$ cat src/rtl/cmp_pkg.sv
// Shared definitions for the serial equality comparator.
//   - FSM state encoding (idle / run / done)
//   - clog2: ceiling log2, used to size the bit counter
package cmp_pkg;

   localparam logic [1:0] StIdle = 2'd0;
   localparam logic [1:0] StRun  = 2'd1;
   localparam logic [1:0] StDone = 2'd2;

   // Smallest r such that 2**r >= n (returns 0 for n <= 1).
   function automatic int unsigned clog2(input int unsigned n);
      int unsigned r;
      r = 0;
      for (int i = 0; i < 32; i++) begin
         if ((32'd1 << i) < n) r = i + 1;
      end
      return r;
   endfunction

endpackage

$ cat src/rtl/serial_eq_cmp_bit_eq.sv
// 1-bit equality cell.
//   a_i, b_i : bits to compare
//   eq_o     : 1 when a_i == b_i
module serial_eq_cmp_bit_eq (
   input  logic a_i,
   input  logic b_i,
   output logic eq_o
);

   assign eq_o = ~(a_i ^ b_i);

endmodule

$ cat src/rtl/serial_eq_cmp.sv
// Serial equality comparator: compares two WIDTH-bit operands one bit per
// cycle, LSB first, optionally stopping at the first mismatching bit.
//   clk, reset          : clock, synchronous active-high reset
//   in_valid / in_ready : operand handshake (a, b sampled on accept)
//   out_valid/out_ready : result handshake
//   eq                  : 1 when all compared bits matched (0 outside DONE)
//   cycles              : number of bits compared (0 outside DONE)
module serial_eq_cmp
   import cmp_pkg::*;
#(
   parameter int unsigned WIDTH      = 8,
   parameter bit          EARLY_EXIT = 1'b1
) (
   input  logic                          clk,
   input  logic                          reset,
   input  logic                          in_valid,
   output logic                          in_ready,
   input  logic [WIDTH-1:0]              a,
   input  logic [WIDTH-1:0]              b,
   output logic                          out_valid,
   input  logic                          out_ready,
   output logic                          eq,
   output logic [clog2(WIDTH+1)-1:0]     cycles
);

   localparam int unsigned CntW = clog2(WIDTH + 1);

   logic [1:0]       state_q, state_d;
   logic [WIDTH-1:0] sa_q, sa_d;
   logic [WIDTH-1:0] sb_q, sb_d;
   logic [CntW-1:0]  cnt_q, cnt_d;
   logic             acc_q, acc_d;

   logic             bit_eq;
   logic [CntW-1:0]  cnt_inc;
   logic             last_bit;

   serial_eq_cmp_bit_eq u_bit_eq (
      .a_i  (sa_q[0]),
      .b_i  (sb_q[0]),
      .eq_o (bit_eq)
   );

   assign cnt_inc  = cnt_q + CntW'(1);
   assign last_bit = (cnt_inc == CntW'(WIDTH));

   always_comb begin
      state_d = state_q;
      sa_d    = sa_q;
      sb_d    = sb_q;
      cnt_d   = cnt_q;
      acc_d   = acc_q;
      unique case (state_q)
         StIdle: begin
            if (in_valid) begin
               state_d = StRun;
               sa_d    = a;
               sb_d    = b;
               cnt_d   = '0;
               acc_d   = 1'b1;
            end
         end
         StRun: begin
            acc_d = acc_q & bit_eq;
            sa_d  = sa_q >> 1;
            sb_d  = sb_q >> 1;
            cnt_d = cnt_inc;
            if (last_bit || (EARLY_EXIT && !bit_eq)) state_d = StDone;
         end
         StDone: begin
            if (out_ready) state_d = StIdle;
         end
         default: state_d = StIdle;
      endcase
   end

   always_ff @(posedge clk) begin
      if (reset) begin
         state_q <= StIdle;
         sa_q    <= '0;
         sb_q    <= '0;
         cnt_q   <= '0;
         acc_q   <= 1'b1;
      end else begin
         state_q <= state_d;
         sa_q    <= sa_d;
         sb_q    <= sb_d;
         cnt_q   <= cnt_d;
         acc_q   <= acc_d;
      end
   end

   assign in_ready  = (state_q == StIdle);
   assign out_valid = (state_q == StDone);
   // Results are forced to 0 outside DONE so stale accumulator state never leaks.
   assign eq        = out_valid & acc_q;
   assign cycles    = out_valid ? cnt_q : '0;

endmodule

$ cat config.mk
export PLATFORM = sky130hd
export DESIGN_NAME = serial_eq_cmp
export DESIGN_NICKNAME = d
export VERILOG_FILES = /design/src/rtl/cmp_pkg.sv /design/src/rtl/serial_eq_cmp_bit_eq.sv /design/src/rtl/serial_eq_cmp.sv
export SDC_FILE = /design/constraint.sdc
export NUM_CORES = 1
export LEC_CHECK = 0
export CAP_MARGIN = 15
export CORE_MARGIN = 5
export CORE_UTILIZATION = 40
export DETAILED_ROUTE_END_ITERATION = 16
export GPL_TIMING_DRIVEN = 0
export SETUP_SLACK_MARGIN = 0.1
export SYNTH_ARGS = -nofsm -noshare
export SYNTH_HDL_FRONTEND = slang
export SYNTH_HIERARCHICAL = 1
export SYNTH_SLANG_ARGS = --single-unit
$ cat constraint.sdc
create_clock -name clk -period 1.6 [get_ports clk]
set_input_delay 0.32 -clock clk [delete_from_list [all_inputs] [get_ports clk]]
set_output_delay 0.32 -clock clk [all_outputs]
set_load 0.01 [all_outputs]
==> run metrics <==
largest net degree at the start of global routing 13; die area 4570 um2; worst path arrival time 1.29 ns; clk buf depth 2; syn nets 171; Comb power frac 39.7%; GRT Residual Overflow 0; num rows 21; starting density of the core 40.4%; Sw Ratio 32.8%; min setup slack post-route -0.00508 ns; first-pass GRT wire length around 5400 um; Via density 5.05; Via Count 1157; power per cell area around 920 nW/um2; post-placement cell area 1640 um2; Pre-Repair DR Iteration Count 3; Synth Instances 150; violated checks setup timing; final instance area around 1800 um2; peak fanout along the critical path 10; reg-to-reg slack, setup around 0.14 ns; DRT iter0 DRCs 53; setup_tns -0.00801 ns; worst-margin pin slew 0.628 ns; DRC Markers 0; kind of critical path reg -> out; share of cells above drive strength 1 32.2%; commonest non-fill, non-tap cell in the layout dfxtp_1; TritonCTS clock tree done; post-route ant nets 0; max incr delay on CP roughly 0.38 ns; clock sink count 23; port bufs 25; CP required 1.28 ns; TritonCTS Buffers 3; hold_ws 0.368 ns; register share of total power ~44%; Final Critical Period 1.61 ns; min-delay src in_valid; VDD IR max ~0.38 mV; Final Slew Violations 0; Die W 67.6 um; CTS clk-pin slew, worst paths between 0.1 and 0.15 ns; critical path's slowest cell dfxtp_2; Synth cell types 38; Switch Pwr 0.532 mW; CP bufs+invs 2; Slew Limit Headroom 58.1%; gr usage total 15.4%; RSZ-0062 raised after global routing yes; post-synthesis mux area share 1.51%; Final HPWL DP 2210 um; part of the Yosys area used for sequential elements about a third; worst r2r dst sa_q[4]$_SDFFE_PP0P_; main combinational cell family by area after synthesis simple AND/OR/NAND/NOR gates; Yosys reg bits 23; synth warn 6; fin cells 229; share of the clock period used by the worst path 100%; Core ar. 3280 um2; H-tree depth 1; cell family with most CP delay buffers and inverters; Placed Cells incl. Taps 221; Hold Crit Class in -> reg; CTS Root Buffer Type clkbuf_4; ANT cells 0; fin nets 205; Synth Area in Compound Gates 16.7%; Post-Synth Simple-Gate Area 39.0%; Critical Path Stages 3; Max Cap Violations 0; part of the total power dissipated in the clock network 16.4%; endpoints failing hold 0; cells on worst reg2reg path 6; Leak 0.688 nW; Mapped Area 1330 um2; Avg WL per Cell 13.7 um; final setup fails 3; end of the critical path in_ready; Routed WL approximately 3100 um; internal power 1.09 mW; skew final 0.00240 ns; Chip Height 67.6 um; initial antenna violation count 0; gpl congestion 0.801; Adder-Cell Fraction of Synth Area less than 1%; post-synthesis xor/xnor area fraction 0.660%; Worst-Skew Late Latency approximately 0.3 ns; CP Launch Point state_q[1]$_SDFFE_PP0P_; CP Launch Type flip-flop; Area Growth Syn to Fin 33.3%; status complete, but fails checks; Avg Inst Size Synth 8.85 um2; commonest cells after routing, fill and taps aside dfxtp_1 (21), nor2_1 (18), clkdlybuf4s50_1 (18), nand2b_1 (13), a21oi_2 (11); FMAX 623 MHz; vias in the first global route 1238; CP Capture Type primary output; reg2reg start state_q[0]$_SDFFE_PP0P_; Top Ports 27; worst path cell trace buf_6 > nor2_1 > clkdlybuf4s15_2
what timing repair did:
action                                  in CTS  in global routing
endpoints found under the setup margin       7                 21
hold endpoints to repair                     0                  0
setup buffers                                5                  0
gates resized for setup                     33                 20
hold buffers                                 0                  0
pin swaps                                    2                  4
worst min-delay path: stages:
cell and delay [ns]:
buf_4 0.15, a32oi_1 0.10, nor2_1 0.07
cell usage after synthesis, drive strengths merged:
cell type / n / area share, %
nor3: 14 / 7.9
nor4b: 1 / 0.66
a21oi: 16 / 7.7
and2b: 1 / 0.66
o21bai: 1 / 1.4
inv: 2 / 0.57
o211ai: 1 / 0.57
a22oi: 2 / 1.1
or2b: 3 / 1.7
or3b: 14 / 9.2
o2111ai: 1 / 0.66
and3b: 1 / 0.66
a41o: 1 / 0.75
o2bb2ai: 1 / 0.66
ha: 1 / 0.94
and2: 5 / 2.4
nor3b: 1 / 0.57
dfxtp: 23 / 35
nand3: 1 / 0.38
nor2: 21 / 5.9
mux2i: 2 / 1.5
a32oi: 2 / 1.3
o21ba: 1 / 0.75
a21boi: 1 / 0.57
buf: 8 / 5.0
xnor2: 1 / 0.66
nand2b: 13 / 6.1
clkbuf: 3 / 0.94
nand3b: 1 / 0.57
nor2b: 3 / 2.0
o21ai: 3 / 1.1
nand2: 1 / 0.28
layer usage:
| layer | vias to the layer above | track usage [%] | part of all wire [%] |
|---|---|---|---|
| met4 | 0 | 5.06 | 1.2 |
| met2 | 17 | 27.0 | 49 |
| met3 | 4 | 2.16 | 3.2 |
| li1 | 587 | - | - |
| met1 | 549 | 19.1 | 46 |
| met5 | - | 0 | 0 |
metrics by stage:
stage,worst slack (ns),utilization (%),power (mW)
2_1_floorplan,0.376,-,1.11
3_3_place_gp,-0.132,49.8,1.26
3_5_place_dp,-0.168,49.8,1.28
4_1_cts,-0.0277,51.6,1.58
5_1_grt,-0.0775,53.9,1.74
6_report,-0.00508,53.9,1.62
sequential cells by signal (all words and copies together) (netlist names):
name / flops
acc_q: 1
sb_q: 8
cnt_q: 4
sa_q: 8
state_q: 2
worst min-delay path by stage:
stage                           endpoint  slack (ns)  cells past startpoint
floorplan             acc_q$_SDFFE_PP1P_        0.42                      1
global placement    sb_q[7]$_SDFFE_PP0P_        0.46                      2
detailed placement  sb_q[7]$_SDFFE_PP0P_        0.47                      2
CTS                 sb_q[7]$_SDFFE_PP0P_        0.36                      3
global route        sa_q[7]$_SDFFE_PP0P_        0.40                      3
finish              sb_q[7]$_SDFFE_PP0P_        0.37                      3
power by group through the flow:
stage / registers [mW] / clock network [mW] / logic [mW]
floorplan: 0.704 / 0 / 0.410
global placement: 0.714 / 0 / 0.545
detailed placement: 0.718 / 0 / 0.558
CTS: 0.709 / 0.279 / 0.588
global route: 0.723 / 0.309 / 0.709
finish: 0.711 / 0.266 / 0.643
area by class of cell:
type | instances | area, um2
multi-input cells | 114 | 852
flip-flops and latches | 23 | 463
inverters | 2 | 7.51
repair buffers | 30 | 283
clock buffers | 4 | 26.3
plain buffers | 10 | 80.1
fillers | 323 | 1520
well taps | 46 | 57.6
kinds of logic after synthesis:
family | after synthesis
compound gates | 30
xor+xnor | 1
fa+ha+maj | 1
buf+inv | 13
flops | 23
mux | 2
simple gates | 80
No activity file was read; power rests on OpenSTA's default activity.
